**src/rtl/rv_pl_run_ctrl.sv**
```systemverilog
// Run controller for rv_pl_wrapper: loads IMEM/DMEM while the core is held, then releases it and times the run.
// Optional build macro RV_RUN_TIMEOUT_EN adds a TIMEOUT state bounded by TIMEOUT_CYC run cycles.
//
// state     | meaning
// ----------+-----------------------------------------------------------
// S_IDLE    | core held, loader owns BRAM write ports, loads accepted
// S_HOLD    | start seen, core still held for RST_HOLD cycles
// S_RUN     | core released, cycle counter running, done_flag filtered
// S_DONE    | completion latched, core re-held, count frozen
// S_TIMEOUT | run limit hit without completion (RV_RUN_TIMEOUT_EN only)
module rv_pl_run_ctrl #(
  parameter int ADDR_W      = 12,
  parameter int RST_HOLD    = 5,
  parameter int DONE_STABLE = 2,
  parameter int TIMEOUT_CYC = 100000
) (
  input  logic              clk,
  input  logic              rst_n,
  input  logic              ld_valid,
  output logic              ld_ready,
  input  logic              ld_sel,
  input  logic [ADDR_W-1:0] ld_addr,
  input  logic [31:0]       ld_data,
  input  logic              start,
  input  logic              clear,
  input  logic              done_flag,
  output logic              core_rst_n,
  output logic              mem_owner,
  output logic              imem_we,
  output logic [3:0]        dmem_we,
  output logic [ADDR_W-1:0] mem_waddr,
  output logic [31:0]       mem_wdata,
  output logic              busy,
  output logic              done,
  output logic              timeout,
  output logic [31:0]       cycle_count
);

`ifdef RV_RUN_TIMEOUT_EN
  typedef enum logic [2:0] {S_IDLE, S_HOLD, S_RUN, S_DONE, S_TIMEOUT} state_t;
  localparam logic [31:0] TO_LIM = 32'(TIMEOUT_CYC);
`else
  typedef enum logic [2:0] {S_IDLE, S_HOLD, S_RUN, S_DONE} state_t;
`endif

  localparam logic [7:0] HOLD_LOAD = 8'(RST_HOLD - 1);
  localparam logic [3:0] STAB_TC   = 4'(DONE_STABLE);

  state_t              state, state_nxt;
  logic [7:0]          hold_cnt, hold_nxt;
  logic [3:0]          stab_cnt, stab_nxt;
  logic [31:0]         cnt_nxt;
  logic                accept;
  logic                imem_we_nxt;
  logic [3:0]          dmem_we_nxt;
  logic [ADDR_W-1:0]   waddr_nxt;
  logic [31:0]         wdata_nxt;
  logic                core_rst_n_nxt, mem_owner_nxt, ld_ready_nxt;
  logic                busy_nxt, done_nxt, timeout_nxt;

  always_ff @(posedge clk or posedge rst_n) begin
    if (rst_n) begin
      state       <= S_IDLE;
      hold_cnt    <= '0;
      stab_cnt    <= '0;
      cycle_count <= '0;
      imem_we     <= 1'b0;
      dmem_we     <= '0;
      mem_waddr   <= '0;
      mem_wdata   <= '0;
      core_rst_n  <= 1'b0;
      mem_owner   <= 1'b1;
      ld_ready    <= 1'b1;
      busy        <= 1'b0;
      done        <= 1'b0;
      timeout     <= 1'b0;
    end else begin
      state       <= state_nxt;
      hold_cnt    <= hold_nxt;
      stab_cnt    <= stab_nxt;
      cycle_count <= cnt_nxt;
      imem_we     <= imem_we_nxt;
      dmem_we     <= dmem_we_nxt;
      mem_waddr   <= waddr_nxt;
      mem_wdata   <= wdata_nxt;
      core_rst_n  <= core_rst_n_nxt;
      mem_owner   <= mem_owner_nxt;
      ld_ready    <= ld_ready_nxt;
      busy        <= busy_nxt;
      done        <= done_nxt;
      timeout     <= timeout_nxt;
    end
  end

  always_comb begin
    state_nxt   = state;
    hold_nxt    = hold_cnt;
    stab_nxt    = stab_cnt;
    cnt_nxt     = cycle_count;
    waddr_nxt   = mem_waddr;
    wdata_nxt   = mem_wdata;
    imem_we_nxt = 1'b0;
    dmem_we_nxt = '0;
    accept      = (state == S_IDLE) && ld_valid && ld_ready;

    // A load coinciding with start still lands; mem_owner is high for the first HOLD cycle.
    if (accept) begin
      waddr_nxt   = ld_addr;
      wdata_nxt   = ld_data;
      imem_we_nxt = ~ld_sel;
      dmem_we_nxt = {4{ld_sel}};
    end

    case (state)
      S_IDLE: begin
        if (start) begin
          state_nxt = S_HOLD;
          hold_nxt  = HOLD_LOAD;
          cnt_nxt   = '0;
          stab_nxt  = '0;
        end
      end
      S_HOLD: begin
        if (hold_cnt == 8'd0) state_nxt = S_RUN;
        else                  hold_nxt  = hold_cnt - 8'd1;
      end
      S_RUN: begin
        if (cycle_count != 32'hFFFF_FFFF) cnt_nxt = cycle_count + 32'd1;
        if (!done_flag)              stab_nxt = '0;
        else if (stab_cnt != 4'hF)   stab_nxt = stab_cnt + 4'd1;
        if (done_flag && (stab_nxt >= STAB_TC)) state_nxt = S_DONE;
`ifdef RV_RUN_TIMEOUT_EN
        else if (cnt_nxt >= TO_LIM)             state_nxt = S_TIMEOUT;
`endif
      end
      S_DONE: begin
        if (clear) state_nxt = S_IDLE;
      end
`ifdef RV_RUN_TIMEOUT_EN
      S_TIMEOUT: begin
        if (clear) state_nxt = S_IDLE;
      end
`endif
      default: state_nxt = S_IDLE;
    endcase

    // Ownership is handed to the core one cycle ahead of its reset release.
    core_rst_n_nxt = (state_nxt == S_RUN);
    mem_owner_nxt  = !((state_nxt == S_RUN) || ((state_nxt == S_HOLD) && (hold_nxt == 8'd0)));
    ld_ready_nxt   = (state_nxt == S_IDLE);
    busy_nxt       = (state_nxt == S_HOLD) || (state_nxt == S_RUN);
    done_nxt       = (state_nxt == S_DONE);
`ifdef RV_RUN_TIMEOUT_EN
    timeout_nxt    = (state_nxt == S_TIMEOUT);
`else
    timeout_nxt    = 1'b0;
`endif
  end

endmodule

```
**config.mk**
```make
export PLATFORM = sky130hd
export DESIGN_NAME = rv_pl_run_ctrl
export DESIGN_NICKNAME = d
export VERILOG_FILES = /design/src/rtl/rv_pl_run_ctrl.sv
export SDC_FILE = /design/constraint.sdc
export NUM_CORES = 1
export LEC_CHECK = 0
export ABC_AREA = 0
export ABC_CLOCK_PERIOD_IN_PS = 4800
export CAP_MARGIN = 20
export CORE_MARGIN = 4
export CORE_UTILIZATION = 51
export CTS_BUF_LIST = sky130_fd_sc_hd__clkbuf_8 sky130_fd_sc_hd__clkbuf_16
export DETAILED_ROUTE_END_ITERATION = 6
export PLACE_DENSITY = 0.95
export SYNTH_ARGS = -nofsm -noshare
export SYNTH_HDL_FRONTEND = slang
export SYNTH_SLANG_ARGS = --single-unit
```
**constraint.sdc**
```tcl
create_clock -name clk -period 4.8 [get_ports clk]
set_input_delay 0.48 -clock clk [delete_from_list [all_inputs] [get_ports clk]]
set_output_delay 0.48 -clock clk [all_outputs]
set_load 0.02 [all_outputs]
```
=== Word level (Yosys, flattened, before mapping) ===
Cells that the tools add are included.

* Register bits after elaboration: 101
* Input bits: 51
* Output and inout bits: 87
* Word-level logic and storage cells: 60

* Add/subtract/negate cells: 3
* Magnitude comparators: 1
* Equality and inequality tests: 10
* Muxes and demuxes: 18
* Bitwise logic cells: 1
* Reductions and logical operators: 14

{| class="wikitable"
|+ Operator list
! operator !! number
|-
| $mux 32 || 2
|-
| $pmux 32 s2 || 1
|-
| $add 32x1->32 const B || 1
|-
| $ne 32x32->1 const B || 1
|-
| $mux 4 || 5
|-
| $logic_not 8->1 || 2
|-
| $mux 8 || 2
|-
| $pmux 8 s2 || 1
|-
| $eq 3x2->1 const B || 4
|-
| $mux 3 || 4
|-
| $pmux 3 s4 || 1
|-
| $pmux 4 s2 || 1
|-
| $sub 8x1->8 const B || 1
|-
| $eq 3x1->1 const B || 2
|-
| $logic_not 3->1 || 2
|-
| $add 4x1->4 const B || 1
|-
| $ge 4x2->1 const B || 1
|-
| $logic_and 1x1->1 || 4
|-
| $ne 2x2->1 const B || 2
|-
| $ne 4x4->1 const B || 1
|-
| $reduce_and 3->1 || 1
|-
| $logic_or 1x1->1 || 2
|-
| $reduce_and 2->1 || 1
|-
| $reduce_bool 2->1 || 1
|-
| 3 further kinds || 3
|}

=== Depth between registers and ports, before layout ===
Gate-level depths: netlist of the first run.

* Word-level depth: 12
* Depth in mapped cells: 8
* Mapped depth without buffers: 8

=== Worst setup path before layout of the first run ===
OpenSTA, ideal clock, no wires.

* Path kind: register -> register
* Start point: register cycle_count[3]
* End point: register cycle_count[26]
* Library setup time: 132 ps
* Data arrival time: 1,818 ps
* Data required time: 4,668 ps
* Slack: 2,850 ps
* Stages on the path, launching flop included: 8
* Buffers on the path: 1
* Clock period less this slack: 1,950 ps
* Path through: dfrtp_1 and3_1 nand3_2 or3_1 buf_4 nor4b_2 xnor2_1 nor2_1

* Word-level cells in the longest chain between the ends: 3
* Elaborated cells between the ends (all ways): 6
* Those cells by class: add/sub: 1; eq/ne: 2; mux: 2; reduce/logical: 1

{| class="wikitable"
|+ Ends and longest elaborated chain
! item !! line !! source
|-
| from (decl) || 36 || <nowiki>output logic [31:0] cycle_count</nowiki>
|-
| from (signal assigned) || 81 || <nowiki>cycle_count <= cnt_nxt;</nowiki>
|-
| $add 32x1->32 / $ne 32x32->1 (equally long branches) || 128 || <nowiki>if (cycle_count != 32'hFFFF_FFFF) cnt_nxt = cycle_count + 32'd1;</nowiki>
|-
| $mux 32 / $ne 2x2->1 (equally long branches) || n/a ||
|-
| $pmux 32 s2 / $reduce_and 3->1 (equally long branches) || n/a ||
|}

Several ways; a longest one is shown, not always the timed one. The select of a mux whose other input is x is not followed.
A chain may end at the register's enable or synchronous reset.

=== Worst setup path after layout of the first run ===
* Start point: input port start
* End point: register cycle_count[31]

* Word-level cells in the longest chain between the ends: 2

{| class="wikitable"
|+ Ends and longest elaborated chain
! item !! line !! source
|-
| from (decl) || 24 || <nowiki>input logic start,</nowiki>
|-
| $ne 2x2->1 (no source line) || n/a ||
|-
| $reduce_and 3->1 (no source line) || n/a ||
|}

Every way passes these cells.

==> results of run 1 <==
[registers in the layout (all words and copies together) (netlist names)]
signal / cells
cycle_count: 32
mem_wdata: 32
mem_waddr: 12
hold_cnt: 8
stab_cnt: 4
state: 3
busy: 1
core_rst_n: 1
dmem_we: 1
done: 1
imem_we: 1
ld_ready: 1
mem_owner: 1
[worst max-delay path, stage by stage]
cell                              delay, ns
sky130_fd_sc_hd__clkdlybuf4s50_1       0.52
sky130_fd_sc_hd__nor4b_4               0.87
sky130_fd_sc_hd__nor4_1                0.15
sky130_fd_sc_hd__nor3_1                0.50
sky130_fd_sc_hd__nand4_1               0.19
sky130_fd_sc_hd__xor2_1                0.17
sky130_fd_sc_hd__nor2_1                0.05
[area by class of cell]
cell class	count	area (sq um)	area share (%)
clock inverter	3	46.3	0.754
multi-input combinational	278	1940	31.5
sequential	98	2450	40.0
clock buffer	12	165	2.69
inverter	7	27.5	0.448
timing repair buffer	138	1380	22.4
tap	108	135	2.20
[synthesized netlist by cell type (4+ instances only)]
cell type / count / area (sq um)
sky130_fd_sc_hd__nor3_1: 9 / 45.0
sky130_fd_sc_hd__ha_1: 4 / 50.1
sky130_fd_sc_hd__buf_4: 5 / 37.5
sky130_fd_sc_hd__o21ai_0: 14 / 70.1
sky130_fd_sc_hd__buf_2: 8 / 40.0
sky130_fd_sc_hd__nand4_1: 14 / 87.6
sky130_fd_sc_hd__and3_1: 11 / 68.8
sky130_fd_sc_hd__inv_1: 7 / 26.3
sky130_fd_sc_hd__a21oi_1: 14 / 70.1
sky130_fd_sc_hd__nor2_1: 39 / 146
sky130_fd_sc_hd__or3_1: 5 / 31.3
sky130_fd_sc_hd__xor2_1: 18 / 158
sky130_fd_sc_hd__mux2_2: 44 / 495
sky130_fd_sc_hd__nand2_1: 27 / 101
sky130_fd_sc_hd__nand3_1: 16 / 80.1
sky130_fd_sc_hd__xnor2_1: 10 / 87.6
sky130_fd_sc_hd__and2_1: 7 / 43.8
sky130_fd_sc_hd__dfrtp_1: 96 / 2400
sky130_fd_sc_hd__and4_1: 4 / 35.0
sky130_fd_sc_hd__clkbuf_1: 5 / 18.8
[through the flow]
step	cells	hold WS, ns
6_report	644	0.511
5_1_grt	644	0.534
4_1_cts	644	0.516
3_5_place_dp	629	0.495
3_3_place_gp	629	0.488
2_1_floorplan	401	0.474
[cell families after synthesis]
kind of cell    Yosys count  share of synthesized area [%]
simple gates            156                           19.5
flops                    98                           54.5
compound gates           44                           5.66
mux                      44                           11.0
xor+xnor                 28                           5.44
buf+inv                  25                           2.72
fa+ha+maj                 4                           1.11
other cells               1                         0.0832
[layout by cell type (no fill, tap or decap), drive strengths merged, types with 2 or more instances in the layout]
master	netlist	layout
and4b	2	2
nor4b	2	2
clkdlybuf4s50	0	136
dfstp	2	2
nand2	27	27
clkbuf	5	12
ha	4	4
buf	13	2
a31oi	3	3
o22ai	2	2
nor3	12	12
o21ai	17	17
dfrtp	96	96
nand3	17	17
nor2	39	39
or3	5	5
nand4	14	14
xor2	18	18
nor2b	3	3
a21oi	15	15
nor4	4	4
conb	1	2
and3	11	11
mux2	44	44
and2	7	7
and4	4	4
nor3b	3	3
inv	7	7
xnor2	10	10
nand2b	2	2
[where the power goes]
| group | internal (mW) | leakage [nW] | switching [mW] | total [mW] |
|---|---|---|---|---|
| Sequential | 1.07 | 1.26 | 0.168 | 1.24 |
| Combinational | 0.648 | 1.20 | 0.623 | 1.27 |
| Clock | 0.283 | 0.105 | 0.274 | 0.557 |
| Total | 2.01 | 2.56 | 1.06 | 3.07 |
[worst paths after layout]
check / from / end / slack (ns) / depth (start not counted)
min in group asynchronous: rst_n / mem_wdata[21]$_DFFE_PP0P_ / 0.60 / 2
setup / recovery: start / cycle_count[31]$_DFFE_PP0P_ / 2.11 / 7
max in group asynchronous: rst_n / mem_wdata[11]$_DFFE_PP0P_ / 3.11 / 3
setup reg to reg: state[0]$_DFF_PP0_ / cycle_count[31]$_DFFE_PP0P_ / 2.20 / 6
hold reg to reg: mem_wdata[30]$_DFFE_PP0P_ / mem_wdata[30]$_DFFE_PP0P_ / 0.51 / 1
hold / removal: mem_wdata[30]$_DFFE_PP0P_ / mem_wdata[30]$_DFFE_PP0P_ / 0.51 / 1
[metal layers]
| layer | vias up | global-route usage [%] | part of all wire (%) |
|---|---|---|---|
| li1 | 1673 | - | - |
| met1 | 1739 | 28.2 | 42 |
| met2 | 127 | 35.5 | 50 |
| met3 | 6 | 4.64 | 7.3 |
| met4 | 0 | 5.75 | 0.78 |
| met5 | - | 0 | 0 |
==> flow_metrics.py, run 1 <==
metrics = {
    "run_status": {
        "status": "finished, final reports clean",
    },
    "placed_design": {
        "placed_area_sq_mm": 0.00593,
        "place_congestion": 0.871,
        "portBuffers": 136,
        "hpwl_um": 8010,
        "dp_worst_setup_slack_ns": 1.75,
    },
    "logic_synthesis": {
        "synth_cells": 400,
        "synth-edff-count": 0,
        "asyncSetResetFlopFracSynth_pct": 100,
        "synth-main-ff-cell": "sky130_fd_sc_hd__dfrtp_1",
        "avgSynthCellArea_sq_um": 11.3,
        "synth_seq_area_share_pct": 54.5,
        "netlist-cell-type-count": 49,
        "netlist_area_sq_mm": 0.00451,
        "ys_seq_elements": 98,
        "yosys_warnings": 0,
    },
    "die": {
        "die_height_um": 102,
        "boundaryPins": 138,
        "floorplan.initialDensity_pct": 51.9,
        "core.rowCount": 34,
        "chipWidth_um": 102,
        "die_area_sq_mm": 0.0104,
        "core_region_area_sq_mm": 0.00868,
    },
    "global_routing": {
        "antenna_found_initial": 0,
        "first_global_vias": 3563,
        "grt_start_max_net_pins": 51,
        "grt_remaining_overflow": 0,
        "grt_pass1_wl_um": 17600,
        "grt.total_usage_pct": 21.2,
    },
    "sta": {
        "rsz0062_at_grt": "false",
        "final_critical_path_setup_slack_ns": 2.11,
        "timing_max_transition_violations_final": 0,
        "clock_skew_ns": 0.0124,
        "final-hold-violation-count": 0,
        "tightest_slew_ns": 1.05,
        "setup_viol": 0,
        "final.setup.tns_ns": 0,
        "period_share_pct": 56.0,
        "min_period_ns": 2.69,
        "maxSlewHeadroom_pct": 29.7,
        "max_freq_ghz": 0.372,
    },
    "detailed_routing": {
        "total_wire_length_um": 10700,
        "ant_nets": 0,
        "drt-pass1-iter-count": 4,
        "route.detailed.vias_per_inst": 5.50,
        "detailedRoute.firstIterationViolations": 160,
        "detail_route.drc_violations": 0,
        "num_vias": 3545,
        "routed_wire_length_per_instance_um": 16.7,
    },
    "cells_and_area": {
        "flow.area_growth_from_synthesis_pct": 36.2,
        "final_core_utilization_pct": 70.8,
        "diodes": 0,
        "final_cell_area_sq_mm": 0.00614,
        "drive_above_1_share_pct": 14.2,
        "layout.filler_cells": 622,
        "nets": 587,
    },
    "setup_path": {
        "crit_path_max_fanout": 19,
        "critPathLaunchType": "primary input",
        "arrival_ns": 2.93,
        "setup.worst_path.end_class": "register",
        "required_time_of_the_critical_path_ns": 5.05,
        "timing.setup.critical_path_class": "primary input to register",
    },
    "clock_network": {
        "clk-insertion-delay-late_ns": 0.35,
        "clk_pin_slew_ns": 0.09,
        "cts.hold.buffers_added": 0,
        "h-tree-depth": 3,
        "clkSinkCount": 98,
        "ctsLongestPathBuffers": 2,
        "cts_made_buffers": 9,
        "cts_resized": 0,
        "tritoncts": "built",
        "cts.root.buffer_cell": "sky130_fd_sc_hd__clkbuf_8",
        "post_cts_buffers": 0,
    },
    "min_path": {
        "hold_class": "register to register",
    },
    "pwr": {
        "leakage_nw": 2.56,
        "fin_total_pwr_mw": 3.07,
        "p_per_area_mw_per_mm2": 500,
        "max-vdd-ir-drop_mv": 0.205,
    },
    "run": {
        "timing.max_cap.violations": 0,
    },
}
(Power assumes the default switching activity.)
==> run 2, diff against run 1 <==
--- a/config.mk
+++ b/config.mk
@@ -6,13 +6,13 @@
 export NUM_CORES = 1
 export LEC_CHECK = 0
 export ABC_AREA = 0
-export ABC_CLOCK_PERIOD_IN_PS = 4800
+export ABC_CLOCK_PERIOD_IN_PS = 2600
 export CAP_MARGIN = 20
 export CORE_MARGIN = 4
-export CORE_UTILIZATION = 51
+export CORE_UTILIZATION = 47
 export CTS_BUF_LIST = sky130_fd_sc_hd__clkbuf_8 sky130_fd_sc_hd__clkbuf_16
 export DETAILED_ROUTE_END_ITERATION = 6
-export PLACE_DENSITY = 0.95
+export PLACE_DENSITY = 0.9
 export SYNTH_ARGS = -nofsm -noshare
 export SYNTH_HDL_FRONTEND = slang
 export SYNTH_SLANG_ARGS = --single-unit
==> constraint.sdc (replaced) <==
create_clock -name clk -period 2.6 [get_ports clk]
set_input_delay 0.26 -clock clk [delete_from_list [all_inputs] [get_ports clk]]
set_output_delay 0.26 -clock clk [all_outputs]
set_load 0.02 [all_outputs]
==> run 2 against run 1 <==
Net effect: non-clock buffer count rose by 5; cell count increased by 4.2%; combinational power rose by 87%; worst hold slack worse by 0.29 ns; core utilization fell by 3.7 points; design area grew 1.4%; global-route usage fell by 1.0 points; first-iteration DRC count rose by 1.9%; routed wire length increased by 4.3%; via count up 0.71%; highest routed layer unchanged.
==> flow_metrics.py, run 2 (synthesis gave the netlist of run 1 again) <==
metrics = {
    "sta": {
        "final_critical_path_setup_slack_ns": 0.540,
        "timing_max_transition_violations_final": 0,
        "final.setup.tns_ns": 0,
        "final-hold-violation-count": 0,
        "period_share_pct": 79.2,
        "fin_worst_hold_slack_ns": 0.225,
        "rsz0062_at_grt": "false",
        "tightest_slew_ns": 0.557,
        "setup_viol": 0,
        "max_freq_ghz": 0.485,
        "min_period_ns": 2.06,
        "maxSlewHeadroom_pct": 62.7,
        "clock_skew_ns": 0.0153,
    },
    "setup_path": {
        "crit_path_top_delay_cell": "sky130_fd_sc_hd__dfrtp_1",
        "arrival_ns": 2.31,
        "crit_path_cell_trace": "and4_1, and4_1, and3_1, and4b_1, xnor2_1, nor2_1",
        "timing.rr.end": "cycle_count[16]$_DFFE_PP0P_",
        "timing.setup.critical_path_class": "register to register",
        "slowest_stage_delay_on_critical_path_ns": 0.45,
        "setup.worst_path.end_class": "register",
        "critPathLaunchType": "register",
        "cp.buffers_inverters": 0,
        "crit_path_max_fanout": 9,
        "required_time_of_the_critical_path_ns": 2.85,
        "regToRegSetupSlack_ns": 0.54,
        "worstReg2RegStart": "cycle_count[8]$_DFFE_PP0P_",
        "r2r_cells": 6,
        "timing.critical_path.max_delay_family": "simple AND/OR/NAND/NOR gates",
        "crit_path_frequent_cell": "sky130_fd_sc_hd__and4_1",
    },
    "detailed_routing": {
        "route.detailed.vias_per_inst": 5.32,
        "drt-pass1-iter-count": 4,
        "total_wire_length_um": 11200,
        "detailedRoute.firstIterationViolations": 163,
        "ant_nets": 0,
        "num_vias": 3570,
        "routed_wire_length_per_instance_um": 16.7,
        "detail_route.drc_violations": 0,
    },
    "placed_design": {
        "placed_area_sq_mm": 0.00603,
        "dp_worst_setup_slack_ns": 0.351,
        "placedCellCount": 655,
        "hpwl_um": 8360,
        "place_congestion": 0.861,
        "portBuffers": 136,
    },
    "clock_network": {
        "cts_made_buffers": 9,
        "clkSinkCount": 98,
        "h-tree-depth": 3,
        "cts.hold.buffers_added": 0,
        "tritoncts": "built",
        "cts.root.buffer_cell": "sky130_fd_sc_hd__clkbuf_8",
        "post_cts_buffers": 0,
        "clk_pin_slew_ns": 0.10,
        "clk-insertion-delay-late_ns": 0.36,
        "ctsLongestPathBuffers": 2,
        "cts_resized": 0,
    },
    "cells_and_area": {
        "nets": 592,
        "layout.filler_cells": 706,
        "drive_above_1_share_pct": 14.9,
        "mostFrequentLayoutCell": "sky130_fd_sc_hd__clkdlybuf4s50_1",
        "final_cell_area_sq_mm": 0.00623,
        "final_core_utilization_pct": 67.1,
        "registers_with_the_most_flip_flops": "cycle_count: 32 flops, mem_wdata: 32 flops, mem_waddr: 12 flops",
        "multiInputGateArea_sq_mm": 0.00194,
        "flow.area_growth_from_synthesis_pct": 38.2,
        "mostFrequentLayoutCells": "136 x sky130_fd_sc_hd__clkdlybuf4s50_1, 96 x sky130_fd_sc_hd__dfrtp_1, 44 x sky130_fd_sc_hd__mux2_2",
        "diodes": 0,
        "seqCellArea_sq_mm": 0.00245,
        "final-instance-count-excl-fill": 671,
    },
    "die": {
        "core.rowCount": 35,
        "die_height_um": 106,
        "floorplan.initialDensity_pct": 48.6,
        "core_region_area_sq_mm": 0.00928,
        "boundaryPins": 138,
        "chipWidth_um": 106,
        "die_area_sq_mm": 0.0112,
    },
    "pwr": {
        "leakage_nw": 2.59,
        "p_per_area_mw_per_mm2": 903,
        "max-vdd-ir-drop_mv": 0.450,
        "combPwrFrac_pct": 42.1,
        "fin_total_pwr_mw": 5.62,
        "power.sequential.fraction_pct": 40.9,
        "power.clock.fraction_pct": 17.1,
        "power.switching_fraction_pct": 35.2,
        "internal_power_mw": 3.65,
        "switchingPower_mw": 1.98,
    },
    "min_path": {
        "hold_class": "primary input to asynchronous set/reset pin",
    },
    "global_routing": {
        "grt.total_usage_pct": 20.2,
        "grt_pass1_wl_um": 18300,
        "grt_remaining_overflow": 0,
        "antenna_found_initial": 0,
        "first_global_vias": 3644,
        "grt_start_max_net_pins": 49,
    },
    "run_status": {
        "status": "finished, final reports clean",
    },
    "run": {
        "timing.max_cap.violations": 0,
    },
}
==> run 2: worst max-delay path by stage <==
stage | startpoint | to | slack, ns | cells after the start
after floorplan | cycle_count[3]$_DFFE_PP0P_ | cycle_count[26]$_DFFE_PP0P_ | 0.65 | 7
after global placement | start | cycle_count[26]$_DFFE_PP0P_ | 0.41 | 7
after detailed placement | start | cycle_count[31]$_DFFE_PP0P_ | 0.35 | 7
after CTS | cycle_count[24]$_DFFE_PP0P_ | cycle_count[16]$_DFFE_PP0P_ | 0.56 | 6
after global routing | state[0]$_DFF_PP0_ | cycle_count[31]$_DFFE_PP0P_ | 0.32 | 6
final | cycle_count[8]$_DFFE_PP0P_ | cycle_count[16]$_DFFE_PP0P_ | 0.54 | 6
==> run 2: final cells by class <==
type | instances | area share (%)
clock buffer | 9 | 1.99
tap | 129 | 2.59
clock inverter | 7 | 1.15
timing repair buffer | 143 | 23.3
multi-input combinational | 278 | 31.1
sequential | 98 | 39.4
inverter | 7 | 0.482
==> run 2: metal layers <==
metal  up-vias  wire length [um]  track usage (%)
li1       1688                 -                -
met1      1724              5020             26.8
met2       154              5380             33.8
met3         4               760             5.53
met4         0                47             3.61
met5         -                 0                0
==> run 2: power by group through the flow <==
stage / clock network (mW) / logic (mW) / registers [mW]
floorplan: 0 / 0.824 / 2.75
global placement: 0 / 2.31 / 2.29
detailed placement: 0 / 2.39 / 2.33
CTS: 1.00 / 2.39 / 2.30
global route: 1.07 / 2.52 / 2.36
finish: 0.960 / 2.37 / 2.30
==> run 3, diff against run 2 <==
--- a/config.mk
+++ b/config.mk
@@ -6,7 +6,7 @@
 export NUM_CORES = 1
 export LEC_CHECK = 0
 export ABC_AREA = 0
-export ABC_CLOCK_PERIOD_IN_PS = 2600
+export ABC_CLOCK_PERIOD_IN_PS = 2050
 export CAP_MARGIN = 20
 export CORE_MARGIN = 4
 export CORE_UTILIZATION = 47
==> constraint.sdc (replaced) <==
create_clock -name clk -period 2.05 [get_ports clk]
set_input_delay 0.205 -clock clk [delete_from_list [all_inputs] [get_ports clk]]
set_output_delay 0.205 -clock clk [all_outputs]
set_load 0.02 [all_outputs]
==> run 3 against run 2 <==
Net effect: first-iteration DRC count is 58% higher; routed wire length is 0.61% lower; largest cell class unchanged; core utilization is 1.6 points higher; worst setup slack worse by 0.44 ns; cell count is 2.7% higher; count of clock-buffer cells in the layout stayed put; clock skew is 0.0024 ns higher; worst hold slack better by 0.062 ns.
==> flow_metrics.py, run 3 (synthesis gave the netlist of run 1 again) <==
metrics = {
    "run_status": {
        "status": "finished, final reports clean",
    },
    "setup_path": {
        "crit_path_max_fanout": 8,
        "timing.setup.critical_path_class": "register to register",
        "required_time_of_the_critical_path_ns": 2.33,
        "arrival_ns": 2.23,
        "setup.worst_path.end_class": "register",
        "critPathLaunchType": "register",
    },
    "pwr": {
        "max-vdd-ir-drop_mv": 0.511,
        "leakage_nw": 2.69,
        "switchingPower_mw": 2.54,
        "combPwrFrac_pct": 42.5,
        "p_per_area_mw_per_mm2": 1130,
        "power.switching_fraction_pct": 35.3,
        "power.sequential.fraction_pct": 40.5,
        "internal_power_mw": 4.67,
        "power.clock.fraction_pct": 17.0,
    },
    "cells_and_area": {
        "mostFrequentLayoutCells": "136 x sky130_fd_sc_hd__clkdlybuf4s50_1, 96 x sky130_fd_sc_hd__dfrtp_1, 44 x sky130_fd_sc_hd__mux2_2",
        "multiInputGateArea_sq_mm": 0.00197,
        "nets": 610,
        "mostFrequentLayoutCell": "sky130_fd_sc_hd__clkdlybuf4s50_1",
        "layout.filler_cells": 684,
        "drive_above_1_share_pct": 18.4,
        "registers_with_the_most_flip_flops": "cycle_count: 32 flops, mem_wdata: 32 flops, mem_waddr: 12 flops",
        "flow.area_growth_from_synthesis_pct": 41.5,
        "seqCellArea_sq_mm": 0.00245,
        "diodes": 0,
    },
    "detailed_routing": {
        "ant_nets": 0,
        "num_vias": 3668,
        "route.detailed.vias_per_inst": 5.32,
        "total_wire_length_um": 11100,
        "detailedRoute.firstIterationViolations": 258,
        "routed_wire_length_per_instance_um": 16.2,
        "detail_route.drc_violations": 0,
        "drt-pass1-iter-count": 5,
    },
    "sta": {
        "setup_viol": 0,
        "timing_max_transition_violations_final": 0,
        "final_critical_path_setup_slack_ns": 0.103,
        "final-hold-violation-count": 0,
        "clock_skew_ns": 0.0177,
        "min_period_ns": 1.95,
        "final.setup.tns_ns": 0,
        "max_freq_ghz": 0.514,
        "period_share_pct": 95.0,
    },
    "placed_design": {
        "dp_worst_setup_slack_ns": -0.0860,
        "hpwl_um": 8300,
        "portBuffers": 136,
        "place_congestion": 0.843,
    },
    "global_routing": {
        "antenna_found_initial": 0,
        "grt_pass1_wl_um": 18100,
        "first_global_vias": 3649,
        "grt.total_usage_pct": 20.0,
        "grt_start_max_net_pins": 62,
        "grt_remaining_overflow": 0,
    },
    "die": {
        "floorplan.initialDensity_pct": 48.6,
        "die_height_um": 106,
        "chipWidth_um": 106,
        "core.rowCount": 35,
        "boundaryPins": 138,
        "core_region_area_sq_mm": 0.00928,
        "die_area_sq_mm": 0.0112,
    },
    "run": {
        "timing.max_cap.violations": 0,
    },
    "clock_network": {
        "cts_made_buffers": 9,
        "clkSinkCount": 98,
        "tritoncts": "built",
        "cts.root.buffer_cell": "sky130_fd_sc_hd__clkbuf_8",
        "ctsLongestPathBuffers": 2,
        "clk_pin_slew_ns": 0.10,
        "clk-insertion-delay-late_ns": 0.37,
        "h-tree-depth": 3,
    },
    "min_path": {
        "hold_class": "primary input to asynchronous set/reset pin",
    },
}
-- run 3: changes by cell type in the layout (fill, tap and decap cells not counted), sizes merged --
cell,previous run,this run
buf,7,25
clkinv,3,2
clkinvlp,3,2
inv,7,9
-- run 3: worst paths after layout --
check / start / to / slack [ns] / depth (start not counted)
setup / recovery: cycle_count[5]$_DFFE_PP0P_ / cycle_count[8]$_DFFE_PP0P_ / 0.10 / 6
hold / removal: rst_n / cycle_count[18]$_DFFE_PP0P_ / 0.29 / 3
setup reg to reg: cycle_count[5]$_DFFE_PP0P_ / cycle_count[8]$_DFFE_PP0P_ / 0.10 / 6
hold reg to reg: mem_waddr[7]$_DFFE_PP0P_ / mem_waddr[7]$_DFFE_PP0P_ / 0.51 / 1
max in group asynchronous: rst_n / mem_wdata[19]$_DFFE_PP0P_ / 1.38 / 3
min in group clk: ld_sel / imem_we$_DFF_PP0_ / 0.40 / 2
-- run 3: critical path: stages (launching register included) --
cell,delay [ns]
sky130_fd_sc_hd__dfrtp_1,0.42
sky130_fd_sc_hd__and3_1,0.22
sky130_fd_sc_hd__nand3_2,0.12
sky130_fd_sc_hd__or3_1,0.43
sky130_fd_sc_hd__buf_4,0.20
sky130_fd_sc_hd__or3_1,0.34
sky130_fd_sc_hd__a21oi_1,0.15
-- run 3: routing by layer --
| layer | GRT usage (%) | part of all wire, % | wire [um] |
|---|---|---|---|
| met1 | 27.0 | 44 | 4920 |
| met2 | 32.4 | 48 | 5320 |
| met3 | 4.01 | 6.5 | 723 |
| met4 | 6.66 | 1.6 | 173 |
| met5 | 0 | 0 | 0 |
-- run 3: timing repair --
item	4_1_cts	5_1_grt
setup buffers	0	2
endpoints found under the hold margin	0	0
setup endpoints to repair	0	8
gates resized for setup	0	7
hold buffers	0	0
-- run 3: layout make-up --
type                    instances  area share (%)
multi-input cells             278            30.8
clock buffers                   9            1.94
repair buffers                161            24.7
clock inverters                 7            1.12
inverters                       7           0.471
flip-flops and latches         98            38.5
well taps                     129            2.53
-- run 3: power by group through the flow --
stage	clock network (mW)	registers (mW)	logic, mW
floorplan	0	3.49	1.05
global placement	0	2.90	2.94
detailed placement	0	2.95	3.03
CTS	1.27	2.91	3.04
global route	1.36	3.00	3.26
finish	1.23	2.92	3.06
-- run 3: per-stage QoR --
step           utilization [%]  hold WS [ns]  instance area [sq um]  instances  power [mW]
2_1_floorplan                -         0.271                   4520        401        4.53
3_3_place_gp              66.1         0.488                   6140        671        5.84
3_5_place_dp              66.1         0.494                   6140        671        5.98
4_1_cts                   68.2         0.283                   6340        687        7.22
5_1_grt                   68.7         0.291                   6380        689        7.62
6_report                  68.7         0.287                   6380        689        7.21
